**src/rtl/wrr_arbiter.sv**
```systemverilog
// Weighted round-robin arbiter: holds a one-hot grant across accepts, rotating
// after WEIGHT accepts or when the owner withdraws, with back-to-back regrant.
module wrr_arbiter #(
    parameter int N        = 4,
    parameter int WEIGHT_W = 4,
    parameter int IDX_W    = $clog2(N)
) (
    input  logic                  clk,
    input  logic                  reset,
    input  logic [N-1:0]          req,
    input  logic [N*WEIGHT_W-1:0] weight,
    input  logic                  accept,
    output logic [N-1:0]          grant,
    output logic                  grant_valid,
    output logic [IDX_W-1:0]      grant_idx,
    output logic [WEIGHT_W-1:0]   credit
);

    typedef enum logic {IDLE, BUSY} state_t;

    state_t              state_q;
    logic [IDX_W-1:0]    ptr_q;
    logic [N-1:0]        grant_q;
    logic [IDX_W-1:0]    idx_q;
    logic [WEIGHT_W-1:0] credit_q;

    logic [N-1:0]        reqMasked;
    logic [IDX_W-1:0]    firstMasked;
    logic [IDX_W-1:0]    firstReq;
    logic [IDX_W-1:0]    selIdx;
    logic [WEIGHT_W-1:0] selWeight;
    logic [WEIGHT_W-1:0] loadCredit;
    logic                endTurn;

    // ptr always equals the last owner, so one search serves both IDLE and BUSY.
    always_comb begin
        reqMasked   = '0;
        firstMasked = '0;
        firstReq    = '0;
        for (int i = 0; i < N; i++) begin
            reqMasked[i] = req[i] && (i > int'(ptr_q));
        end
        for (int i = N - 1; i >= 0; i--) begin
            if (reqMasked[i]) firstMasked = IDX_W'(i);
            if (req[i])       firstReq    = IDX_W'(i);
        end
        selIdx     = (|reqMasked) ? firstMasked : firstReq;
        selWeight  = weight[int'(selIdx)*WEIGHT_W +: WEIGHT_W];
        loadCredit = (selWeight == '0) ? WEIGHT_W'(1) : selWeight;
        endTurn    = (state_q == IDLE)
                   || (accept && (credit_q <= WEIGHT_W'(1)))
                   || (!accept && !req[idx_q]);
    end

    always_ff @(posedge clk or posedge reset) begin
        if (reset) begin
            state_q  <= IDLE;
            ptr_q    <= IDX_W'(N - 1);
            grant_q  <= '0;
            idx_q    <= '0;
            credit_q <= '0;
        end else if (endTurn) begin
            if (|req) begin
                state_q  <= BUSY;
                ptr_q    <= selIdx;
                grant_q  <= {{(N-1){1'b0}}, 1'b1} << selIdx;
                idx_q    <= selIdx;
                credit_q <= loadCredit;
            end else begin
                state_q  <= IDLE;
                grant_q  <= '0;
                idx_q    <= '0;
                credit_q <= '0;
            end
        end else if (accept) begin
            credit_q <= credit_q - WEIGHT_W'(1);
        end
    end

    assign grant       = grant_q;
    assign grant_valid = (state_q == BUSY);
    assign grant_idx   = idx_q;
    assign credit      = credit_q;

endmodule

```
**config.mk**
```make
export PLATFORM = sky130hd
export DESIGN_NAME = wrr_arbiter
export DESIGN_NICKNAME = d
export VERILOG_FILES = /design/src/rtl/wrr_arbiter.sv
export SDC_FILE = /design/constraint.sdc
export NUM_CORES = 1
export LEC_CHECK = 0
export ABC_AREA = 0
export BUFFER_PORTS_ARGS = -buffer_cell sky130_fd_sc_hd__buf_2
export CAP_MARGIN = 5
export CORE_UTILIZATION = 44
export DETAILED_ROUTE_END_ITERATION = 10
export PLACE_DENSITY_LB_ADDON = 0.12
export REMOVE_ABC_BUFFERS = 1
export SYNTH_ARGS = -nofsm -noshare
export SYNTH_HDL_FRONTEND = slang
export SYNTH_SLANG_ARGS = --single-unit
export TNS_END_PERCENT = 50
```
**constraint.sdc**
```tcl
create_clock -name clk -period 1.8 [get_ports clk]
set_input_delay 0.54 -clock clk [delete_from_list [all_inputs] [get_ports clk]]
set_output_delay 0.54 -clock clk [all_outputs]
set_load 0.02 [all_outputs]
```
### After elaboration in Yosys (flattened, before gate mapping)

Cells that the tools add are included.

| operators by class | value |
|---|---|
| add/sub/neg operators | 1 |
| magnitude comparators | 5 |
| shift operators | 2 |
| multiplexer cells | 17 |
| bitwise logic cells | 1 |
| reductions and logical operators | 14 |

Operators with widths:

| kind | number |
|---|---|
| two-way mux 4 bit | 5 |
| two-way mux 2 bit | 9 |
| variable part select 16 x 5 -> 4 bit | 1 |
| logical AND 1 bit | 5 |
| > comparator 2 bit (first input constant) | 2 |
| <= comparator 4 x 1 -> 1 bit (second input constant) | 1 |
| logical NOT 4 bit | 1 |
| OR reduction 4 bit | 1 |
| left shift 1 x 2 -> 4 bit (first input constant) | 1 |
| subtractor 4 x 1 -> 4 bit (second input constant) | 1 |
| < comparator 2 x 3 -> 1 bit (second input constant) | 1 |
| OR reduction 3 bit | 1 |
| binary-select mux 1 bit (select 2 bit) | 1 |
| > comparator 1 x 2 -> 1 bit (first input constant) | 1 |
| logical NOT 1 bit | 2 |
| logical OR 1 bit | 2 |
| two-way mux 1 bit | 2 |
| AND reduction 2 bit | 1 |
| nonzero test 2 bit | 1 |
| inverter 1 bit | 1 |

| storage, ports and cells | value |
|---|---|
| register bits | 13 |
| input bits | 23 |
| output and inout bits | 11 |
| word-level logic and storage cells | 45 |

### Depth between registers and ports, before layout

| depth | value |
|---|---|
| depth after elaboration | 11 |
| gate-level depth with buffers | 7 |
| depth with buffers taken out | 7 |

### Worst setup path before layout

No wires, ideal clock.

| path | value |
|---|---|
| path type | input to register |
| start point | input port req[0] |
| end point | register credit_q[0], in the netlist credit[0] |
| arrival time | 1.805 ns |
| required time | 1.675 ns |
| setup slack | -0.131 ns |
| stages | 7 |
| buffers on the path | 1 |
| cell sequence | buf_6 -> or2_2 -> a31oi_1 -> o211ai_1 -> o31ai_1 -> or2_1 -> o22ai_1 |

| on the way | value |
|---|---|
| word-level cells in the longest chain between the ends | 7 |

RTL lines:

| what | RTL line | source |
|---|---|---|
| start: declaration | 10 | `input logic [N-1:0] req,` |
| two-way mux 2 bit | 45 | `if (req[i]) firstReq = IDX_W'(i);` |
| two-way mux 2 bit | 47 | `selIdx = (\|reqMasked) ? firstMasked : firstReq;` |
| variable part select 16 x 5 -> 4 bit | 48 | `selWeight = weight[int'(selIdx)*WEIGHT_W +: WEIGHT_W];` |
| logical NOT 4 bit | 49 | `loadCredit = (selWeight == '0) ? WEIGHT_W'(1) : selWeight;` |
| two-way mux 4 bit | 49 |  |
| two-way mux 4 bit | 63 | `if (\|req) begin` |
| two-way mux 4 bit | 62 | `end else if (endTurn) begin` |
| end signal: assignment | 68 | `credit_q <= loadCredit;` |
| end signal: assignment | 76 | `credit_q <= credit_q - WEIGHT_W'(1);` |
| end: declaration | 25 | `logic [WEIGHT_W-1:0] credit_q;` |

Several ways; a longest one is shown, not always the timed one. The select of a mux whose other input is x is not followed.
A chain may end at the register's enable or synchronous reset.

### Worst setup path in the final report

| path | value |
|---|---|
| start point | input port req[3] |
| end point | register credit_q[0], in the netlist credit[0] |

| on the way | value |
|---|---|
| word-level cells in the longest chain between the ends | 10 |

RTL lines:

| what | RTL line |
|---|---|
| two-way mux 2 bit / logical AND 1 bit (equally long branches) | 45, 41 |
| two-way mux 2 bit (on tied branches) (3 in a row) | 45, 44 |
| two-way mux 2 bit | 47 |
| variable part select 16 x 5 -> 4 bit | 48 |
| logical NOT 4 bit | 49 |
| two-way mux 4 bit | 49 |
| two-way mux 4 bit | 63 |
| two-way mux 4 bit | 62 |

Several ways; a longest one is shown, not always the timed one. The select of a mux whose other input is x is not followed.

==> impl_metrics.tcl <==
set metrics [dict create \
    die_h_um 48.4 \
    hold_violations 0 \
    rows 16 \
    p_leak_nw 0.648 \
    start_util_pct 47.3 \
    grt_first_pass_wirelength_um 3910 \
    design_area_sq_um 1370 \
    hp-class "in -> async" \
    skew_ns 0.00474 \
    post-synth-top-area-cell "dfrtp_1" \
    peakVddDrop_v 0.000732 \
    die_area_sq_um 2340 \
    max_freq_ghz 0.528 \
    wl_um 2450 \
    numClockSinks 13 \
    place_inst 180 \
    first_global_vias 932 \
    timing.final.ws_setup_ns -0.0923 \
    slew_viol_final 0 \
    synth_flop_cell "dfrtp_1" \
    worstPathMaxFanout 8 \
    slew-limit-headroom_pct 63.4 \
    place.gp.congestion 0.846 \
    grt_max_degree 14 \
    setup_viol 2 \
    numCtsBuffers 3 \
    placed_area_sq_um 1240 \
    critPathRequiredTime_ns 1.95 \
    tightest_slew_ns 0.547 \
    yosys-top-cells-area "dfrtp_1, dfstp_2, nand2_1" \
    synth.distinct_cells 46 \
    ios 34 \
    antenna_found_initial 0 \
    fin_crit_ns 1.89 \
    grt-ovfl-total 0 \
    dr.first_iter.drc_count 24 \
    clk_latency_ns 0.27 \
    synthesis.area_sq_um 947 \
    hold_slack_ns 0.271 \
    violations "setup timing" \
    seq_area_frac_synth_pct 34.6 \
    arrival_ns 2.05 \
    cts.clk_slew.worst_paths_ns 0.08 \
    cts_buffer_depth 2 \
    ys_async_sr_fraction_pct 100 \
    fin_crit_sh_pct 105 \
    syn_to_final_growth_pct 44.6 \
    grt_usage_pct 21.1 \
    tns_ns -0.0950 \
    cts_tree "built" \
    viasPerCell 5.37 \
    die_w_um 48.4 \
    first_pass_iters 4 \
    yosys_warnings 0 \
    synth_seq_cells 13 \
    rsz0062_at_grt "yes" \
    vias 1005 \
    synth_top_area_share_pct 29.1 \
    htreeDepth 1 \
    status "finished with violations" \
    synth_cells 107 \
    drive_above_1_share_pct 46.9 \
    port_buffers 33 \
    synth_edf_count 0 \
    dp_hpwl_um 1840 \
    pwr_density_cell_nw_per_um2 1490 \
    cts_root_buf "clkbuf_4" \
    fin_nets 186 \
    finalNonFillerCells 187 \
    wl_per_cell_um 13.1 \
    ant_nets 0 \
    end_kind "flop" \
    avgSynthCellArea_sq_um 8.85 \
    core_sq_um 2000 \
    drv_cap 0 \
    antenna_cells 0 \
    p_total_mw 2.04 \
    crit_type "in -> reg" \
    hold_buffers 0 \
    start_kind "input pin" \
    drc 0 \
]
==> cell usage after synthesis, types with 2 or more instances <==
cell and instances:
o22ai_1 4, nand2b_1 4, o211ai_1 2, dfrtp_1 11
ha_1 2, a22o_1 2, xor2_1 2, o31ai_1 2
o21a_1 2, nor2_1 5, o21bai_1 2, a21o_1 2
buf_2 2, dfstp_2 2, a22oi_1 2, a21oi_1 7
o21ai_0 5, inv_1 7, o221ai_1 2, buf_6 2
nor2b_1 3, nand2_1 11
==> per-layer routing <==
layer / track usage, % / vias to the layer above / share of wire (%)
met1: 28.3 / 454 / 45
met2: 35.2 / 46 / 49
met4: 8.82 / 0 / 0.69
li1: - / 503 / -
met5: 0 / - / 0
met3: 1.57 / 2 / 5.4
==> cell families (layout without fill, tap and decap cells) <==
group | count (synthesis) | in the layout | synth area share [%]
flops | 13 | 13 | 34.6
buf+inv | 13 | 66 | 7.00
fa+ha+maj | 2 | 2 | 2.64
simple gates | 33 | 33 | 18.5
mux | 2 | 2 | 3.43
xor+xnor | 3 | 3 | 2.77
compound gates | 41 | 41 | 31.0
==> registers in the layout, indices dropped and copies added, names as in the netlist <==
name	cells
grant_valid	1
credit	4
ptr_q	2
grant_idx	2
grant	4
==> area by class of cell <==
| class | count | area [sq um] |
|---|---|---|
| inverter | 8 | 30.0 |
| sequential | 13 | 328 |
| clock buffer | 4 | 26.3 |
| tap | 27 | 33.8 |
| multi-input combinational | 81 | 608 |
| timing repair buffer | 54 | 344 |
| fill | 170 | 632 |
==> stage by stage <==
| stage | utilization [%] | worst slack [ns] |
|---|---|---|
| after floorplan | - | -0.214 |
| after global placement | 62.2 | -0.271 |
| after detailed placement | 62.2 | -0.295 |
| after CTS | 64.8 | 0.00104 |
| after global routing | 68.4 | -0.110 |
| final | 68.4 | -0.0923 |
==> placed cells by master, fill, tap and decap left out, drive strengths merged, types with 3 or more instances in the layout <==
cell    count
o22ai       4
a21oi       7
nand2b      4
o21ai       6
nor2b       3
nand2      12
clkbuf      4
dfrtp      11
nor2        5
o211ai      3
inv         8
buf        54
==> power by group <==
part | internal [mW] | switching [mW] | leakage [nW]
logic | 0.615 | 0.667 | 0.482
clock network | 0.0858 | 0.0884 | 0.0150
registers | 0.441 | 0.145 | 0.151
total | 1.14 | 0.900 | 0.648
==> critical path: stages <==
cell and delay (ns):
buf_2 0.09, buf_6 0.13, and3b_2 0.24, a31oi_1 0.18, o211ai_1 0.26, o31ai_2 0.36
or2_1 0.16, o22ai_1 0.08
==> timing repair <==
action / 4_1_cts / 5_1_grt
gates resized for setup: 3 / 16
pin swaps: 7 / 12
setup buffers: 1 / 3
endpoints found under the setup margin: 3 / 10
==> worst paths after layout <==
kind	from	endpoint	slack, ns	cells past startpoint
min in group clk	grant[2]$_DFFE_PP0N_	grant[2]$_DFFE_PP0N_	0.46	2
min	reset	grant_valid$_DFFE_PP0N_	0.27	2
max	req[3]	credit[0]$_DFFE_PP0P_	-0.09	8
max reg2reg	ptr_q[1]$_DFFE_PP1P_	credit[0]$_DFFE_PP0P_	-0.06	7
max in group asynchronous	reset	ptr_q[1]$_DFFE_PP1P_	1.18	2
min reg2reg	grant[2]$_DFFE_PP0N_	grant[2]$_DFFE_PP0N_	0.46	2
No activity file was read; power rests on OpenSTA's default activity.
